--- config.mk ---
export PLATFORM = sky130hd
export DESIGN_NAME = gpio_disp_evt_ctrl
export DESIGN_NICKNAME = d
export VERILOG_FILES = /design/src/rtl/gpio_disp_evt_ctrl.sv
export SDC_FILE = /design/constraint.sdc
export NUM_CORES = 1
export LEC_CHECK = 0
export ABC_AREA = 1
export CAP_MARGIN = 20
export CORE_MARGIN = 3
export CORE_UTILIZATION = 30
export DETAILED_ROUTE_END_ITERATION = 12
export DONT_BUFFER_PORTS = 1
export GPL_TIMING_DRIVEN = 0
export PLACE_DENSITY = 0.51
export SLEW_MARGIN = 20
export SYNTH_ARGS = -nofsm -noshare
export SYNTH_HDL_FRONTEND = slang
export SYNTH_SLANG_ARGS = --single-unit
--- constraint.sdc ---
create_clock -name CLOCK_50 -period 2.05 [get_ports CLOCK_50]
set_input_delay 0.3075 -clock CLOCK_50 [delete_from_list [all_inputs] [get_ports CLOCK_50]]
set_output_delay 0.3075 -clock CLOCK_50 [all_outputs]
set_load 0.01 [all_outputs]
--- src/rtl/gpio_disp_evt_ctrl.sv ---
// gpio_disp_evt_ctrl: shares the GPIO bus between the CPU and two engines.
//   Display engine: writes active-low 7-segment codes of a 32-bit value to HEX0..HEX(DIGITS-1).
//   Event engine: on GPIO Intr (active-low), reads KEY then SW status and presents them on valid/ready.
// The CPU always wins the bus; an engine access stalls until the CPU releases cs_n.
// Optional: define GPIO_CTRL_BLANK_EN to blank leading zero digits (digit 0 always shown).
module gpio_disp_evt_ctrl #(
    parameter logic [11:0] KEY_ADDR  = 12'h000,
    parameter logic [11:0] SW_ADDR   = 12'h004,
    parameter logic [11:0] HEX0_ADDR = 12'h010,
    parameter int unsigned DIGITS    = 8
) (
    input  logic        CLOCK_50,
    input  logic        reset,
    input  logic        cpu_cs_n,
    input  logic        cpu_rd_n,
    input  logic        cpu_wr_n,
    input  logic [11:0] cpu_addr,
    input  logic [31:0] cpu_wdata,
    output logic [31:0] cpu_rdata,
    input  logic        disp_valid,
    input  logic [31:0] disp_value,
    output logic        disp_ready,
    input  logic        gpio_intr,
    output logic        evt_valid,
    output logic [3:0]  evt_key,
    output logic [17:0] evt_sw,
    input  logic        evt_ready,
    output logic        gpio_cs_n,
    output logic        gpio_rd_n,
    output logic        gpio_wr_n,
    output logic [11:0] gpio_addr,
    output logic [31:0] gpio_wdata,
    input  logic [31:0] gpio_rdata
);

    localparam logic [2:0] LAST = 3'(DIGITS - 1);

    typedef enum logic [2:0] {IDLE, HEX_WR, KEY_RD, SW_RD, EVT_HOLD} state_t;

    state_t      r_state, w_state_nxt;
    logic [2:0]  r_cnt;
    logic [31:0] r_value;
    logic [3:0]  r_evt_key;
    logic [17:0] r_evt_sw;

    logic        w_cpu_act;
    logic        w_ld, w_inc, w_cap_key, w_cap_sw;
    logic        w_eng_cs_n, w_eng_rd_n, w_eng_wr_n;
    logic [11:0] w_eng_addr;
    logic [31:0] w_eng_wdata;
    logic [3:0]  w_nib;
    logic        w_blank;
    logic [6:0]  w_seg;

    function automatic logic [6:0] seg7(input logic [3:0] n);
        case (n)
            4'h0: seg7 = 7'h40;  4'h1: seg7 = 7'h79;  4'h2: seg7 = 7'h24;  4'h3: seg7 = 7'h30;
            4'h4: seg7 = 7'h19;  4'h5: seg7 = 7'h12;  4'h6: seg7 = 7'h02;  4'h7: seg7 = 7'h78;
            4'h8: seg7 = 7'h00;  4'h9: seg7 = 7'h10;  4'hA: seg7 = 7'h08;  4'hB: seg7 = 7'h03;
            4'hC: seg7 = 7'h46;  4'hD: seg7 = 7'h21;  4'hE: seg7 = 7'h06;  default: seg7 = 7'h0E;
        endcase
    endfunction

    assign w_cpu_act = ~cpu_cs_n;
    assign w_nib     = r_value[{r_cnt, 2'b00} +: 4];

`ifdef GPIO_CTRL_BLANK_EN
    logic [2:0] w_msd;

    // Index of the most significant nonzero nibble; digits above it are blanked.
    always_comb begin
        w_msd = '0;
        for (int unsigned i = 0; i < 8; i++) begin
            if (r_value[4*i +: 4] != 4'h0) w_msd = 3'(i);
        end
    end
    assign w_blank = (r_cnt > w_msd);
`else
    assign w_blank = 1'b0;
`endif

    assign w_seg = w_blank ? 7'h7F : seg7(w_nib);

    // State register, digit counter, latched display value and captured event data.
    always_ff @(posedge CLOCK_50) begin
        if (reset) begin
            r_state   <= IDLE;
            r_cnt     <= '0;
            r_value   <= '0;
            r_evt_key <= '0;
            r_evt_sw  <= '0;
        end else begin
            r_state <= w_state_nxt;
            if (w_ld) begin
                r_value <= disp_value;
                r_cnt   <= '0;
            end else if (w_inc) begin
                r_cnt <= r_cnt + 3'd1;
            end
            if (w_cap_key) r_evt_key <= gpio_rdata[3:0];
            if (w_cap_sw)  r_evt_sw  <= gpio_rdata[17:0];
        end
    end

    // Next-state and engine bus request; bus states only advance on a cycle the CPU leaves free.
    always_comb begin
        w_state_nxt = r_state;
        w_ld        = 1'b0;
        w_inc       = 1'b0;
        w_cap_key   = 1'b0;
        w_cap_sw    = 1'b0;
        w_eng_cs_n  = 1'b1;
        w_eng_rd_n  = 1'b1;
        w_eng_wr_n  = 1'b1;
        w_eng_addr  = '0;
        w_eng_wdata = '0;
        case (r_state)
            IDLE: begin
                if (!gpio_intr) begin
                    w_state_nxt = KEY_RD;
                end else if (disp_valid) begin
                    w_ld        = 1'b1;
                    w_state_nxt = HEX_WR;
                end
            end
            HEX_WR: begin
                w_eng_cs_n  = 1'b0;
                w_eng_wr_n  = 1'b0;
                w_eng_addr  = HEX0_ADDR + 12'({r_cnt, 2'b00});
                w_eng_wdata = {25'b0, w_seg};
                if (!w_cpu_act) begin
                    w_inc = 1'b1;
                    if (r_cnt == LAST) w_state_nxt = IDLE;
                end
            end
            KEY_RD: begin
                w_eng_cs_n = 1'b0;
                w_eng_rd_n = 1'b0;
                w_eng_addr = KEY_ADDR;
                if (!w_cpu_act) begin
                    w_cap_key   = 1'b1;
                    w_state_nxt = SW_RD;
                end
            end
            SW_RD: begin
                w_eng_cs_n = 1'b0;
                w_eng_rd_n = 1'b0;
                w_eng_addr = SW_ADDR;
                if (!w_cpu_act) begin
                    w_cap_sw    = 1'b1;
                    w_state_nxt = EVT_HOLD;
                end
            end
            EVT_HOLD: begin
                if (evt_ready) w_state_nxt = IDLE;
            end
            default: w_state_nxt = IDLE;
        endcase
    end

    assign gpio_cs_n  = w_cpu_act ? cpu_cs_n  : w_eng_cs_n;
    assign gpio_rd_n  = w_cpu_act ? cpu_rd_n  : w_eng_rd_n;
    assign gpio_wr_n  = w_cpu_act ? cpu_wr_n  : w_eng_wr_n;
    assign gpio_addr  = w_cpu_act ? cpu_addr  : w_eng_addr;
    assign gpio_wdata = w_cpu_act ? cpu_wdata : w_eng_wdata;
    assign cpu_rdata  = w_cpu_act ? gpio_rdata : '0;

    assign disp_ready = (r_state == IDLE) & gpio_intr;
    assign evt_valid  = (r_state == EVT_HOLD);
    assign evt_key    = r_evt_key;
    assign evt_sw     = r_evt_sw;

endmodule

==> out/qor.txt <==
Syn. warnings -> 0
Rows -> 39
Worst-path clk slew -> 0.06 ns
Initial antenna violation count -> 0
Synth Flop Type -> dfxtp_1
Diode count -> 0
Die Span X -> 115 microns
Max Clock Skew -> 0.00546 ns
RSZ-0062 raised after global routing -> true
Post-DP HPWL -> 9740 microns
Post-synthesis net count -> 694
Worst hold path type -> primary input to flop
Synth top cells by count -> inv_1, nand2_1, nor2_1
Worst path arrival time -> 2.01 ns
Final setup TNS -> -1.65 ns
First-pass GRT wire length -> 18,300 microns
Worst reg2reg path depth -> 7
Count of pins over their slew limit -> 0
CTS tree -> yes
R2R setup slack -> 0.55 ns
Flop pwr share -> 0.296
CP Class -> flop to primary output
Layout cells sized above 1 -> 0.148
Via Count -> 3,590
Hold WS -> 0.137 ns
Fmax -> 431 MHz
CTS sink count -> 60
Seq cells post-synth -> 60
Die area -> 13,100 sq um
Clock Power Share -> 0.341
Internal Power -> 0.00323 W
Switch Pwr -> 0.00188 W
Max-Slew Margin vs Limit -> 0.642
Largest net degree at the start of global routing -> 12
Clk Tree Root Cell -> clkbuf_16
Critical Path RT -> 1.74 ns
Sw frac -> 0.368
Total power per unit cell area -> 1180 nW/um^2
Ports -> 219
Vias in the first global route -> 3,562
Worst hold stages -> 2
Post-synth EDFFs -> 0
CTS Buffer Depth -> 2
Sequential fraction of the synthesis area -> 0.340
Clk_lat worst skew -> 0.33 ns
Final worst slack -> -0.272 ns
Register Area -> 1210 sq um
Maxcap violations -> 0
Avg Cell Area, Syn -> 6.21 sq um
Asr flop ratio synth -> 0
Largest area contributor in the netlist -> dfxtp_1
Final setup vio count -> 7
Final GP Congestion -> 0.897
Initial Util -> 0.308
Routed WL -> 12,300 microns
Drt first pass iters -> 7
Crit share post-route -> 1.13
Max FO, Critical Path -> 6
Synth Instances -> 569
# DRC -> 0
Final hold vios -> 0
Netlist cell types -> 28
WL/cell -> 16.5 microns
Iteration-0 DRC Markers -> 118
Area contributors post-synth -> dfxtp_1, inv_1, nand2_1
Hold endpoint -> evt_key[0]
Worst-Margin Slew -> 0.533 ns
Status -> finished with violations
Failing checks -> negative setup slack
Via density -> 4.82
Hold_buf cts -> 0
Global Route Usage Sum -> 0.182
Cts bufs inserted -> 9
Crit path capture type -> primary output
Nets -> 722
Reg-to-Reg End -> r_state[0]
H-Tree Depth -> 3
DIE HEIGHT -> 115 microns
Leak -> 2.02 nW
Worst reg2reg startpoint -> r_state[1]
Fillers -> 1,218
Area delta synth->final -> 22.5%
Cell Area, Synth -> 3540 sq um
Comb power frac -> 0.362
Max VDD drop -> 0.000526 V
Most numerous cell in the Yosys netlist -> inv_1
IO buf count -> 0
Core area -> 11,500 sq um
Clock period minus worst slack -> 2.32 ns
HP Start -> gpio_rdata[0]
Share of the synthesized area in the top cell type -> 0.340
Startpoint Class -> flop
Post-DRT Antenna Nets -> 0
GRT overflow -> 0
Area of the multi-input gates -> 1810 sq um
[stage by stage]
step,instances,total power [W],util,worst slack (ns),area (sq um)
final,745,0.00511,0.378,-0.272,4330
after global routing,745,0.00546,0.378,-0.389,4330
after CTS,742,0.00504,0.371,-0.286,4250
after detailed placement,712,0.00308,0.324,-0.257,3710
after global placement,712,0.00306,0.324,-0.237,3710
after floorplan,569,0.00272,-,0.0780,3540
[power groups by stage]
stage	Sequential [W]	Clock [W]	Combinational, W
final	0.00151	0.00175	0.00185
after global routing	0.00154	0.00184	0.00208
after CTS	0.00151	0.00178	0.00176
after detailed placement	0.00153	0	0.00156
after global placement	0.00152	0	0.00153
after floorplan	0.00149	0	0.00123
[metal layers]
metal  vias to the layer above  routed length, microns  track usage  part of all wire
met2                       158                    6200        0.319              0.50
met3                        23                    1080       0.0724             0.088
met5                         -                       0            0                 0
li1                       1799                       -            -                 -
met1                      1610                    4640        0.193              0.38
met4                         0                     399       0.0808             0.032
[final cells by class]
cell class,count,share of cell area
plain buffers,31,0.0410
clock buffers,10,0.0529
clock inverters,6,0.0260
inverters,125,0.111
multi-input cells,353,0.417
flip-flops and latches,60,0.279
well taps,143,0.0413
repair buffers,17,0.0312
[worst max-delay path, cell delays in order, from the launching register on]
cell	delay, ns
dfxtp_4	0.37
buf_6	0.13
o211ai_1	0.18
nand2_1	0.08
nand2_1	0.08
nand2_2	0.08
buf_6	0.13
ha_4	0.14
nand3b_1	0.18
nand2_1	0.08
nand2_1	0.06
o21ai_2	0.17
[placed cells by master, fill, tap and decap left out, drive strengths merged]
cell,n
a21oi,63
buf,33
clkbuf,25
bufinv,3
dfxtp,60
nand3,40
o211ai,6
inv,125
nand3b,2
o21ai,47
nand2,103
or2,1
nand4,1
a211oi,2
clkinv,3
ha,9
nor2,78
nor3,1
[state kept, by name, summed over array words and instances (netlist names)]
register and cells:
r_state 3, r_value 32, evt_sw 18, r_cnt 3
evt_key 4
[logic make-up (layout without fill, tap and decap cells)]
group | Yosys count | after routing | share of synthesized area
and+or+nand+nor | 226 | 226 | 0.279
buffers and inverters | 156 | 189 | 0.176
AOI/OAI and AO/OA | 118 | 118 | 0.174
DFF | 60 | 60 | 0.340
adders and majority gates | 9 | 9 | 0.0318
[worst max path at each step]
stage,startpoint,to,cells after the start,slack [ns]
6_report,r_cnt[0],gpio_wdata[2],11,-0.27
5_1_grt,r_cnt[0],gpio_wdata[1],12,-0.39
4_1_cts,r_cnt[0],gpio_wdata[2],11,-0.29
3_5_place_dp,r_cnt[1],gpio_wdata[1],12,-0.26
3_3_place_gp,r_cnt[1],gpio_wdata[3],13,-0.24
2_1_floorplan,r_cnt[0],gpio_wdata[3],14,0.08
[repair_timing]
| action | in CTS | in global routing |
|---|---|---|
| setup buffers | 13 | 3 |
| cloned | 1 | 0 |
| resized for setup | 32 | 16 |
| endpoints found under the setup margin | 11 | 10 |
| pin swaps | 11 | 13 |
(Power assumes the default switching activity.)
